==> config.mk <==
export PLATFORM = sky130hd
export DESIGN_NAME = pc_next_seq_flat
export DESIGN_NICKNAME = d
export VERILOG_FILES = /design/src/rtl/pc_next_seq_if.sv /design/src/rtl/pc_next_seq.sv /design/src/flat_wrapper.sv
export SDC_FILE = /design/constraint.sdc
export NUM_CORES = 1
export LEC_CHECK = 0
export CAP_MARGIN = 40
export CELL_PAD_IN_SITES_DETAIL_PLACEMENT = 1
export CELL_PAD_IN_SITES_GLOBAL_PLACEMENT = 2
export CORE_ASPECT_RATIO = 1.4
export CORE_UTILIZATION = 30
export DETAILED_ROUTE_END_ITERATION = 10
export MAX_ROUTING_LAYER = met4
export PLACE_DENSITY = 0.83
export SYNTH_ARGS = -nofsm -noshare
export SYNTH_HDL_FRONTEND = slang
export SYNTH_SLANG_ARGS = --single-unit
==> constraint.sdc <==
create_clock -name clock -period 3.3 [get_ports clock]
set_clock_uncertainty 0.1 [all_clocks]
set_input_delay 0.66 -clock clock [delete_from_list [all_inputs] [get_ports clock]]
set_output_delay 0.66 -clock clock [all_outputs]
set_load 0.02 [all_outputs]
==> src/rtl/pc_next_seq_if.sv <==
// Request/response bundle between fetch-decode control and the next-PC generator.
// The control side (master) drives the PC and redirect requests; the generator
// (slave) returns the next PC, squash flag and return-stack status.
interface pc_next_seq_if #(
  parameter int unsigned WIDTH     = 16,
  parameter int unsigned RAS_DEPTH = 4
);
  localparam int unsigned DW = $clog2(RAS_DEPTH) + 1;

  logic [WIDTH-1:0] current;
  logic             stall;
  logic             branch_taken;
  logic [WIDTH-1:0] branch_offset;
  logic             jump;
  logic             call;
  logic             ret;
  logic [WIDTH-1:0] jump_target;
  logic [WIDTH-1:0] next;
  logic             flush;
  logic [DW-1:0]    ras_depth;
  logic             ras_overflow;
  logic             ras_underflow;

  modport master (
    output current, stall, branch_taken, branch_offset, jump, call, ret, jump_target,
    input  next, flush, ras_depth, ras_overflow, ras_underflow
  );

  modport slave (
    input  current, stall, branch_taken, branch_offset, jump, call, ret, jump_target,
    output next, flush, ras_depth, ras_overflow, ras_underflow
  );
endinterface

==> src/rtl/pc_next_seq.sv <==
// Next-PC generator with return-address stack and post-redirect squash FSM.
// Latency: next is combinational from current/requests; flush and RAS flags are registered.
// Backpressure: stall holds the PC (next=current) and freezes every internal register.
module pc_next_seq #(
  parameter int unsigned          WIDTH        = 16,
  parameter int unsigned          INC          = 4,
  parameter logic [WIDTH-1:0]     RESET_PC     = '0,
  parameter int unsigned          RAS_DEPTH    = 4,
  parameter int unsigned          FLUSH_CYCLES = 2
) (
  input  logic         clock,
  input  logic         reset,
  pc_next_seq_if.slave bus
);

  localparam int unsigned PW = $clog2(RAS_DEPTH);
  localparam int unsigned DW = PW + 1;
  localparam int unsigned CW = $clog2(FLUSH_CYCLES + 1);

  typedef enum logic {
    S_RUN   = 1'b0,
    S_FLUSH = 1'b1
  } state_t;

  state_t           state_q, state_d;
  logic [CW-1:0]    cnt_q, cnt_d;
  logic             flush_q, flush_d;
  logic [WIDTH-1:0] ras_q [RAS_DEPTH];
  logic [WIDTH-1:0] ras_d [RAS_DEPTH];
  logic [PW-1:0]    wp_q, wp_d;      // next free slot; top of stack is wp_q-1
  logic [DW-1:0]    depth_q, depth_d;
  logic             ovf_q, ovf_d;
  logic             unf_q, unf_d;

  logic [WIDTH-1:0] seq_pc;
  logic [WIDTH-1:0] top_pc;
  logic [WIDTH-1:0] next_pc;
  logic             redirect;

  assign seq_pc = bus.current + WIDTH'(INC);
  assign top_pc = ras_q[wp_q - PW'(1)];

  // Request arbitration (ret > call > jump > branch > sequential) and next-state computation.
  // A ret on an empty stack keeps the sequential path, so it is not treated as a redirect.
  always_comb begin
    state_d  = state_q;
    cnt_d    = cnt_q;
    flush_d  = flush_q;
    ras_d    = ras_q;
    wp_d     = wp_q;
    depth_d  = depth_q;
    ovf_d    = ovf_q;
    unf_d    = 1'b0;
    next_pc  = seq_pc;
    redirect = 1'b0;

    if (bus.stall) begin
      next_pc = bus.current;
    end else if (state_q == S_RUN) begin
      if (bus.ret) begin
        if (depth_q != '0) begin
          next_pc  = top_pc;
          wp_d     = wp_q - PW'(1);
          depth_d  = depth_q - DW'(1);
          redirect = 1'b1;
        end else begin
          unf_d = 1'b1;
        end
      end else if (bus.call) begin
        next_pc     = bus.jump_target;
        ras_d[wp_q] = seq_pc;          // when full this overwrites the oldest entry
        wp_d        = wp_q + PW'(1);
        if (depth_q == DW'(RAS_DEPTH)) begin
          ovf_d = 1'b1;
        end else begin
          depth_d = depth_q + DW'(1);
        end
        redirect = 1'b1;
      end else if (bus.jump) begin
        next_pc  = bus.jump_target;
        redirect = 1'b1;
      end else if (bus.branch_taken) begin
        next_pc  = bus.current + bus.branch_offset;
        redirect = 1'b1;
      end

      if (redirect) begin
        state_d = S_FLUSH;
        cnt_d   = CW'(FLUSH_CYCLES);
        flush_d = 1'b1;
      end
    end else begin
      // Squash window: requests belong to wrong-path instructions and are ignored.
      if (cnt_q == CW'(1)) begin
        state_d = S_RUN;
        cnt_d   = '0;
        flush_d = 1'b0;
      end else begin
        cnt_d = cnt_q - CW'(1);
      end
    end
  end

  // State registers with synchronous active-low reset; reset empties the stack.
  always_ff @(posedge clock) begin
    if (!reset) begin
      state_q <= S_RUN;
      cnt_q   <= '0;
      flush_q <= 1'b0;
      ras_q   <= '{default: '0};
      wp_q    <= '0;
      depth_q <= '0;
      ovf_q   <= 1'b0;
      unf_q   <= 1'b0;
    end else begin
      state_q <= state_d;
      cnt_q   <= cnt_d;
      flush_q <= flush_d;
      ras_q   <= ras_d;
      wp_q    <= wp_d;
      depth_q <= depth_d;
      ovf_q   <= ovf_d;
      unf_q   <= unf_d;
    end
  end

  assign bus.next          = reset ? next_pc : RESET_PC;
  assign bus.flush         = flush_q;
  assign bus.ras_depth     = depth_q;
  assign bus.ras_overflow  = ovf_q;
  assign bus.ras_underflow = unf_q;

endmodule

==> src/flat_wrapper.sv <==
// flat-port wrapper written by rule: the top's interface ports become plain ports
module pc_next_seq_flat 
#(
  parameter int unsigned          WIDTH        = 16,
  parameter int unsigned          INC          = 4,
  parameter logic [WIDTH-1:0]     RESET_PC     = '0,
  parameter int unsigned          RAS_DEPTH    = 4,
  parameter int unsigned          FLUSH_CYCLES = 2
)
  (clock, reset, bus_current, bus_stall, bus_branch_taken, bus_branch_offset, bus_jump, bus_call, bus_ret, bus_jump_target, bus_next, bus_flush, bus_ras_depth, bus_ras_overflow, bus_ras_underflow);
  pc_next_seq_if #(.WIDTH(WIDTH), .RAS_DEPTH(RAS_DEPTH)) bus_i ();
  input  logic clock;
  input  logic reset;
  input wire logic [$bits(bus_i.current)-1:0] bus_current;
  input wire logic [$bits(bus_i.stall)-1:0] bus_stall;
  input wire logic [$bits(bus_i.branch_taken)-1:0] bus_branch_taken;
  input wire logic [$bits(bus_i.branch_offset)-1:0] bus_branch_offset;
  input wire logic [$bits(bus_i.jump)-1:0] bus_jump;
  input wire logic [$bits(bus_i.call)-1:0] bus_call;
  input wire logic [$bits(bus_i.ret)-1:0] bus_ret;
  input wire logic [$bits(bus_i.jump_target)-1:0] bus_jump_target;
  output wire logic [$bits(bus_i.next)-1:0] bus_next;
  output wire logic [$bits(bus_i.flush)-1:0] bus_flush;
  output wire logic [$bits(bus_i.ras_depth)-1:0] bus_ras_depth;
  output wire logic [$bits(bus_i.ras_overflow)-1:0] bus_ras_overflow;
  output wire logic [$bits(bus_i.ras_underflow)-1:0] bus_ras_underflow;
  assign bus_i.current = bus_current;
  assign bus_i.stall = bus_stall;
  assign bus_i.branch_taken = bus_branch_taken;
  assign bus_i.branch_offset = bus_branch_offset;
  assign bus_i.jump = bus_jump;
  assign bus_i.call = bus_call;
  assign bus_i.ret = bus_ret;
  assign bus_i.jump_target = bus_jump_target;
  assign bus_next = bus_i.next;
  assign bus_flush = bus_i.flush;
  assign bus_ras_depth = bus_i.ras_depth;
  assign bus_ras_overflow = bus_i.ras_overflow;
  assign bus_ras_underflow = bus_i.ras_underflow;
  pc_next_seq #(.WIDTH(WIDTH), .INC(INC), .RESET_PC(RESET_PC), .RAS_DEPTH(RAS_DEPTH), .FLUSH_CYCLES(FLUSH_CYCLES)) u_core (.clock(clock), .reset(reset), .bus(bus_i));
endmodule
==> impl_metrics.prom, run 1 <==
# TYPE chip_impl_metric gauge
chip_impl_info{name="status",value="finished, violations left"} 1
chip_impl_info{name="violations",value="negative setup slack"} 1
chip_impl_metric{name="first_global_vias",unit=""} 6195
chip_impl_metric{name="vias",unit=""} 5615
chip_impl_metric{name="syn_inst",unit=""} 607
chip_impl_metric{name="power_leakage",unit="nW"} 3.78
chip_impl_metric{name="critPathMaxStageDelay",unit="ns"} 0.46
chip_impl_metric{name="first_pass_grt_wire_length",unit="mm"} 32.8
chip_impl_metric{name="power.share.combinational",unit=""} 0.347
chip_impl_metric{name="grtUsageMet2",unit=""} 0.449
chip_impl_metric{name="finalWeightedCongestion",unit=""} 0.892
chip_impl_metric{name="fillerInstances",unit=""} 1973
chip_impl_metric{name="max_root_sink_buffers",unit=""} 2
chip_impl_metric{name="power_switching",unit="W"} 0.000984
chip_impl_metric{name="cellPowerDensity",unit="mW/mm^2"} 381
chip_impl_metric{name="synth_to_layout_area_growth",unit="%"} 54.8
chip_impl_metric{name="worst_ir_drop_vdd",unit="V"} 0.000223
chip_impl_metric{name="seq_power_share",unit=""} 0.307
chip_impl_metric{name="placement.cell_area",unit="sq mm"} 0.00723
chip_impl_metric{name="setup_tns",unit="ns"} -0.428
chip_impl_metric{name="layout-drive-gt1-share",unit=""} 0.391
chip_impl_metric{name="cp.required",unit="ns"} 2.54
chip_impl_metric{name="max_clock_freq",unit="GHz"} 0.288
chip_impl_info{name="hold_path_class",value="reg2reg"} 1
chip_impl_info{name="cpLargestDelayFamily",value="compound AO/OA/AOI/OAI gates"} 1
chip_impl_metric{name="met3_usage",unit=""} 0.00990
chip_impl_metric{name="grt_overflow",unit=""} 0
chip_impl_metric{name="synth_seq_area_share",unit=""} 0.284
chip_impl_metric{name="final_critical_path_setup_slack",unit="ns"} -0.172
chip_impl_info{name="cts-root-buf",value="clkbuf_16"} 1
chip_impl_metric{name="relSlewSlack",unit=""} 0.632
chip_impl_metric{name="grt_antenna_before_repair",unit=""} 0
chip_impl_metric{name="gr_layer_usage_met1",unit=""} 0.255
chip_impl_metric{name="post-place-ws",unit="ns"} -1.38
chip_impl_metric{name="syn-num-nets",unit=""} 685
chip_impl_metric{name="clkPwrFrac",unit=""} 0.346
chip_impl_metric{name="multi_input_area",unit="sq mm"} 0.00405
chip_impl_metric{name="buffer_ports.inserted",unit=""} 76
chip_impl_info{name="crit_path_start_kind",value="input port"} 1
chip_impl_metric{name="yosys.cell_types.count",unit=""} 71
chip_impl_metric{name="antenna_cells_inserted",unit=""} 0
chip_impl_metric{name="cts_num_sinks",unit=""} 75
chip_impl_metric{name="firstDrtPassIters",unit=""} 4
chip_impl_metric{name="insertion_delay",unit="ns"} 0.34
chip_impl_info{name="critical_path.slowest_cell",value="a311o_2"} 1
chip_impl_metric{name="final_worst_path_period_need",unit="ns"} 3.47
chip_impl_metric{name="p_total",unit="W"} 0.00313
chip_impl_metric{name="dieArea",unit="sq mm"} 0.0182
chip_impl_metric{name="ys_warn_count",unit=""} 0
chip_impl_metric{name="worstPathBufferInverterCount",unit=""} 3
chip_impl_metric{name="switching_power_share_of_the_total",unit=""} 0.315
chip_impl_metric{name="finalSetupViolCount",unit=""} 6
chip_impl_metric{name="final_max_slew_viol_count",unit=""} 0
chip_impl_metric{name="regArea",unit="sq mm"} 0.00150
chip_impl_metric{name="dpl.hpwl",unit="mm"} 15.9
chip_impl_metric{name="final_cell_area",unit="sq mm"} 0.00820
chip_impl_metric{name="cap_violations",unit=""} 0
chip_impl_metric{name="worst_hold_slack",unit="ns"} 0.398
chip_impl_metric{name="ios",unit=""} 77
chip_impl_metric{name="period_share",unit=""} 1.05
chip_impl_metric{name="ctsHtreeMaxLevel",unit=""} 3
chip_impl_metric{name="vias_per_cell",unit=""} 5.37
chip_impl_metric{name="async_reset_ff_frac",unit=""} 0
chip_impl_metric{name="mappedNetlistArea",unit="sq mm"} 0.00529
chip_impl_metric{name="fp-row-count",unit=""} 57
chip_impl_metric{name="cts_made_buffers",unit=""} 9
chip_impl_info{name="synth_flop_cell",value="dfxtp_1"} 1
chip_impl_info{name="worstPathCellList",value="buf_12 -> ha_4 -> inv_2 -> fa_2 -> nor2b_4 -> o211ai_1 -> a311o_2 -> a32oi_1 -> o211ai_1 -> a31oi_2 -> buf_4"} 1
chip_impl_metric{name="worstMarginPinSlew",unit="ns"} 0.548
chip_impl_metric{name="cp_data_arrival_time",unit="ns"} 2.71
chip_impl_metric{name="drt_drc_violations_left",unit=""} 0
chip_impl_metric{name="core_area",unit="sq mm"} 0.0173
chip_impl_info{name="crit_path_frequent_cell",value="o211ai_1"} 1
chip_impl_info{name="endpoint_kind",value="output port"} 1
chip_impl_info{name="timing_worst_setup_path_type",value="in2out"} 1
chip_impl_metric{name="edff_count_synth",unit=""} 0
chip_impl_metric{name="globalRouteTotalUtil",unit=""} 0.238
chip_impl_metric{name="start_util",unit=""} 0.305
chip_impl_metric{name="drt_antenna_net_count",unit=""} 0
chip_impl_metric{name="dr.first_iter.drc_count",unit=""} 257
chip_impl_metric{name="postSynthAreaPerCell",unit="sq um"} 8.72
chip_impl_info{name="rsz0062_at_grt",value="true"} 1
chip_impl_metric{name="power.internal",unit="W"} 0.00214
chip_impl_metric{name="num-nets-final",unit=""} 882
chip_impl_info{name="cts_tree",value="yes"} 1
chip_impl_metric{name="synth-seq-cells",unit=""} 75
chip_impl_metric{name="floorplan.die.height",unit="um"} 159
chip_impl_metric{name="grt_start_max_net_pins",unit=""} 35
chip_impl_metric{name="die_x",unit="um"} 114
chip_impl_info{name="grt_most_used_layer",value="met2"} 1
chip_impl_metric{name="routed_wl",unit="mm"} 21.2
chip_impl_metric{name="final_hold_viol_count",unit=""} 0
chip_impl_metric{name="crit_path_max_fanout",unit=""} 4
chip_impl_metric{name="clk_pin_slew_worst_paths",unit="ns"} 0.06
chip_impl_metric{name="wire_per_inst",unit="um"} 20.3
-- state kept, by name (all words and copies together), names as in the netlist --
name	flops
u_core.ras_q	64
u_core.cnt_q	2
u_core.bus.flush	1
u_core.bus.ras_underflow	1
u_core.bus.ras_depth	3
u_core.bus.ras_overflow	1
u_core.state_q	1
u_core.wp_q	2
-- layout make-up --
cell class	instances	share of cell area
multi-input combinational	467	0.494
clock buffer	9	0.0275
inverter	19	0.00870
timing repair buffer	232	0.238
clock inverter	7	0.0121
tap	236	0.0360
sequential	75	0.183
-- cell families (layout without fill, tap and decap cells) --
group,after synthesis,after routing,synth area share
AOI/OAI and AO/OA,200,200,0.287
muxes,32,32,0.0983
DFF,75,75,0.284
xor gates and xnor gates,21,21,0.0348
adders and majority gates,23,23,0.0572
and+or+nand+nor,191,191,0.187
buffers and inverters,65,267,0.0525
-- final timing paths --
check	start	end	slack, ns	cells past startpoint
min reg2reg	u_core.ras_q[62]	u_core.ras_q[62]	0.40	1
max	bus_current[0]	bus_next[10]	-0.17	11
min	u_core.ras_q[62]	u_core.ras_q[62]	0.40	1
max reg2reg	u_core.state_q	u_core.ras_q[26]	1.01	8
-- worst register-to-register path, cell delays in order, from the launching register on --
cell     delay, ns
dfxtp_1       0.39
nor2_2        0.26
buf_12        0.15
buf_4         0.14
and3_1        0.28
and2_1        0.30
buf_4         0.30
nand2_1       0.12
o211a_1       0.14
-- cell usage after synthesis, drive strengths merged, types with 2 or more instances --
master	number	area [sq um]
xnor2	15	131
o221a	3	33.8
and4	2	17.5
a211oi	7	57.6
a31oi	7	43.8
a21o	10	75.1
clkbuf	25	93.8
o211a	53	531
xor2	6	52.6
dfxtp	75	1500
nand2b	4	25.0
a221oi	2	30.0
nor3	13	86.3
o211ai	11	82.6
a22oi	2	15.0
a211o	3	26.3
a2111oi	3	26.3
nand2	77	289
o221ai	2	17.5
inv	18	67.6
o21ai	30	150
o21a	4	30.0
a21boi	6	45.0
and3	4	25.0
nor2b	20	125
nand4	4	31.3
a21oi	35	175
o21bai	4	30.0
nor4	4	43.8
ha	21	263
mux2i	16	160
o22ai	7	43.8
or2	7	46.3
fa	2	40.0
mux4	16	360
and2	9	56.3
buf	21	113
o31ai	2	20.0
nor2	28	110
nand3	13	75.1
-- power by group through the flow --
stage	registers, W	logic, W	clock network (W)
6_report	0.000958	0.00109	0.00108
5_1_grt	0.000960	0.00116	0.00114
4_1_cts	0.000957	0.00101	0.00110
3_5_place_dp	0.000977	0.000916	0
3_3_place_gp	0.000973	0.000892	0
2_1_floorplan	0.000977	0.000467	0
-- repair_timing --
| action | in CTS | in global routing |
|---|---|---|
| hold buffers | 0 | 0 |
| pin swaps | 43 | 26 |
| setup endpoints to repair | 16 | 16 |
| cloned | 0 | 1 |
| buffers inserted | 14 | 6 |
| gates resized for setup | 235 | 40 |
-- routing by layer --
| layer | share of wire | vias to the layer above | wire (um) |
|---|---|---|---|
| met1 | 0.41 | 2807 | 8670 |
| met2 | 0.54 | 122 | 11400 |
| met3 | 0.021 | 35 | 453 |
| met5 | 0 | - | 0 |
| li1 | - | 2651 | - |
| met4 | 0.029 | 0 | 625 |
-- cells in the final DEF, fill, tap and decap left out, types with 16 or more instances in the layout --
cell type,n
a21oi_1,25
nor2b_1,19
o211a_1,53
o21ai_0,22
mux4_2,16
mux2i_1,16
nand2_1,75
buf_4,153
nor2_1,20
dfxtp_1,74
clkdlybuf4s50_1,26
-- through the flow --
stage	cells	utilization
final	1045	0.473
after global routing	1045	0.473
after CTS	1038	0.463
after detailed placement	1010	0.417
after global placement	1010	0.417
after floorplan	607	-
Power figures use the tool's default switching activity.
==> run 2, diff against run 1 <==
CORE_MARGIN = 2   (was unset)
==> run 2 against run 1 <==
Compared with the run above:
- the run still ends with negative setup slack left
- first-iteration DRC count up 1.2%
- sequential power about the same
- routed wire length about the same
- largest cell class unchanged
- highest routed layer unchanged
==> impl_metrics.prom, run 2 (synthesis gave the netlist of run 1 again) <==
# TYPE chip_impl_metric gauge
chip_impl_metric{name="final_critical_path_setup_slack",unit="ns"} -0.201
chip_impl_info{name="highest_count_cells_in_the_layout_ignoring_fill_and_taps",value="buf_4 (152), nand2_1 (74), dfxtp_1 (73), o211a_1 (53), clkdlybuf4s50_1 (27)"} 1
chip_impl_metric{name="vias_per_cell",unit=""} 5.37
chip_impl_metric{name="max_root_sink_buffers",unit=""} 2
chip_impl_metric{name="reg2regPathDepth",unit=""} 9
chip_impl_info{name="rsz0062_at_grt",value="true"} 1
chip_impl_metric{name="final_hold_viol_count",unit=""} 0
chip_impl_metric{name="cts_hold_buf",unit=""} 0
chip_impl_metric{name="cap_violations",unit=""} 0
chip_impl_info{name="status",value="finished, violations left"} 1
chip_impl_metric{name="grt_overflow",unit=""} 0
chip_impl_info{name="registers.top_by_ff_count",value="u_core.ras_q"} 1
chip_impl_metric{name="cp_data_arrival_time",unit="ns"} 2.74
chip_impl_metric{name="dp.cells",unit=""} 1012
chip_impl_info{name="endpoint_kind",value="output port"} 1
chip_impl_metric{name="p_total",unit="W"} 0.00306
chip_impl_info{name="crit_path_frequent_cell",value="buf_4"} 1
chip_impl_metric{name="setup_tns",unit="ns"} -0.772
chip_impl_info{name="final_common_cell",value="buf_4"} 1
chip_impl_metric{name="worst_ir_drop_vdd",unit="V"} 0.000237
chip_impl_metric{name="routed_wl",unit="mm"} 21.2
chip_impl_metric{name="max_clock_freq",unit="GHz"} 0.286
chip_impl_metric{name="dr.first_iter.drc_count",unit=""} 260
chip_impl_info{name="cts_tree",value="yes"} 1
chip_impl_info{name="critPathLaunch",value="bus_current[0]"} 1
chip_impl_info{name="critical_path.slowest_cell",value="a32o_2"} 1
chip_impl_metric{name="largest_register_ffs",unit=""} 64
chip_impl_info{name="timing_worst_setup_path_type",value="in2out"} 1
chip_impl_metric{name="final_max_slew_viol_count",unit=""} 0
chip_impl_info{name="cts-root-buf",value="clkbuf_16"} 1
chip_impl_info{name="violations",value="negative setup slack"} 1
chip_impl_info{name="crit_path_start_kind",value="input port"} 1
chip_impl_metric{name="first_pass_grt_wire_length",unit="mm"} 32.8
chip_impl_metric{name="core_area",unit="sq mm"} 0.0173
chip_impl_metric{name="grt_start_max_net_pins",unit=""} 53
chip_impl_metric{name="first_global_vias",unit=""} 6365
chip_impl_metric{name="wire_per_inst",unit="um"} 20.3
chip_impl_metric{name="r2r_slack",unit="ns"} 0.69
chip_impl_metric{name="worstMarginPinSlew",unit="ns"} 0.556
chip_impl_info{name="cp-endpoint",value="bus_next[13]"} 1
chip_impl_metric{name="ctsHtreeMaxLevel",unit=""} 3
chip_impl_metric{name="firstDrtPassIters",unit=""} 4
chip_impl_metric{name="cp.required",unit="ns"} 2.54
chip_impl_metric{name="cts_num_sinks",unit=""} 75
chip_impl_metric{name="insertion_delay",unit="ns"} 0.34
chip_impl_info{name="hold_path_class",value="reg2reg"} 1
chip_impl_info{name="r2r_end",value="u_core.ras_q[57]"} 1
chip_impl_metric{name="vias",unit=""} 5609
chip_impl_metric{name="period_share",unit=""} 1.06
chip_impl_metric{name="start_util",unit=""} 0.305
chip_impl_metric{name="fp-row-count",unit=""} 57
chip_impl_metric{name="die_x",unit="um"} 116
chip_impl_metric{name="antenna_cells_inserted",unit=""} 0
chip_impl_info{name="r2r-start",value="u_core.state_q"} 1
chip_impl_metric{name="power_leakage",unit="nW"} 3.76
chip_impl_metric{name="stdcell_count",unit=""} 1044
chip_impl_metric{name="num-nets-final",unit=""} 881
chip_impl_metric{name="floorplan.die.height",unit="um"} 161
chip_impl_info{name="worstPathCellList",value="buf_12 -> ha_4 -> buf_4 -> buf_4 -> a211oi_2 -> o211ai_1 -> buf_4 -> buf_4 -> a41oi_4 -> nand2b_1 -> a21o_1 -> a32o_2 -> buf_2"} 1
chip_impl_metric{name="post-place-ws",unit="ns"} -1.28
chip_impl_metric{name="dieArea",unit="sq mm"} 0.0187
chip_impl_metric{name="crit_cells",unit=""} 13
chip_impl_metric{name="drt_antenna_net_count",unit=""} 0
chip_impl_metric{name="globalRouteTotalUtil",unit=""} 0.231
chip_impl_metric{name="worst_hold_slack",unit="ns"} 0.395
chip_impl_metric{name="worstPathBufferInverterCount",unit=""} 6
chip_impl_metric{name="buffer_ports.inserted",unit=""} 76
chip_impl_metric{name="clk_pin_slew_worst_paths",unit="ns"} 0.06
chip_impl_metric{name="relSlewSlack",unit=""} 0.627
chip_impl_metric{name="final_worst_path_period_need",unit="ns"} 3.50
chip_impl_metric{name="cellPowerDensity",unit="mW/mm^2"} 373
chip_impl_metric{name="layout-drive-gt1-share",unit=""} 0.392
chip_impl_metric{name="cts_made_buffers",unit=""} 9
chip_impl_metric{name="finalSetupViolCount",unit=""} 8
chip_impl_metric{name="grt_antenna_before_repair",unit=""} 0
chip_impl_info{name="cpLargestDelayFamily",value="compound AO/OA/AOI/OAI gates"} 1
chip_impl_metric{name="dpl.hpwl",unit="mm"} 15.5
chip_impl_metric{name="synth_to_layout_area_growth",unit="%"} 54.8
chip_impl_metric{name="critPathMaxStageDelay",unit="ns"} 0.25
chip_impl_metric{name="ios",unit=""} 77
chip_impl_metric{name="crit_path_max_fanout",unit=""} 3
chip_impl_metric{name="drt_drc_violations_left",unit=""} 0
chip_impl_metric{name="finalWeightedCongestion",unit=""} 0.904
## run 2: cell types whose count changed in the layout (fill, tap and decap cells not counted), sizes merged
cell           previous run  this run
clkinv                    3         2
buf                     179       181
clkinvlp                  1         2
clkdlybuf4s50            26        27
dlygate4sd2              15        16
clkdlybuf4s15             7         5
clkbuf                   13        11
bufinv                    2         1
## run 2: layout make-up
| class | instances | area, sq um |
|---|---|---|
| fill | 1994 | 9140 |
| multi-input combinational | 467 | 4090 |
| timing repair buffer | 231 | 1920 |
| sequential | 75 | 1500 |
| tap | 236 | 295 |
| clock buffer | 10 | 239 |
| clock inverter | 6 | 71.3 |
| inverter | 19 | 71.3 |
## run 2: report_power, final
part	switching [W]	internal (W)	total, W
registers	0.0000234	0.000937	0.000960
clock network	0.000413	0.000613	0.00103
logic	0.000552	0.000519	0.00107
## run 2: how the worst min path moves through the flow
stage	startpoint	endpoint	slack, ns	depth (start not counted)
floorplan	u_core.ras_q[18]	u_core.ras_q[18]	0.37	1
global placement	u_core.ras_q[14]	u_core.ras_q[14]	0.37	1
detailed placement	u_core.ras_q[6]	u_core.ras_q[6]	0.38	1
CTS	u_core.ras_q[29]	u_core.ras_q[29]	0.40	1
global route	u_core.ras_q[5]	u_core.ras_q[5]	0.41	1
finish	u_core.ras_q[56]	u_core.ras_q[56]	0.39	1
## run 2: what timing repair did
action,in CTS,in global routing
buffers inserted,12,5
pin swaps,44,24
gates resized for setup,239,40
setup endpoints to repair,16,15
## run 2: routing by layer
layer / up-vias / track usage / part of all wire
met4: 0 / 0.108 / 0.048
li1: 2648 / - / -
met5: - / - / 0
met2: 127 / 0.414 / 0.53
met3: 66 / 0.0300 / 0.030
met1: 2768 / 0.247 / 0.39
## run 2: stage by stage
stage,util,area (sq um)
2_1_floorplan,-,5310
3_3_place_gp,0.417,7230
3_5_place_dp,0.417,7230
4_1_cts,0.463,8020
5_1_grt,0.473,8190
6_report,0.473,8190
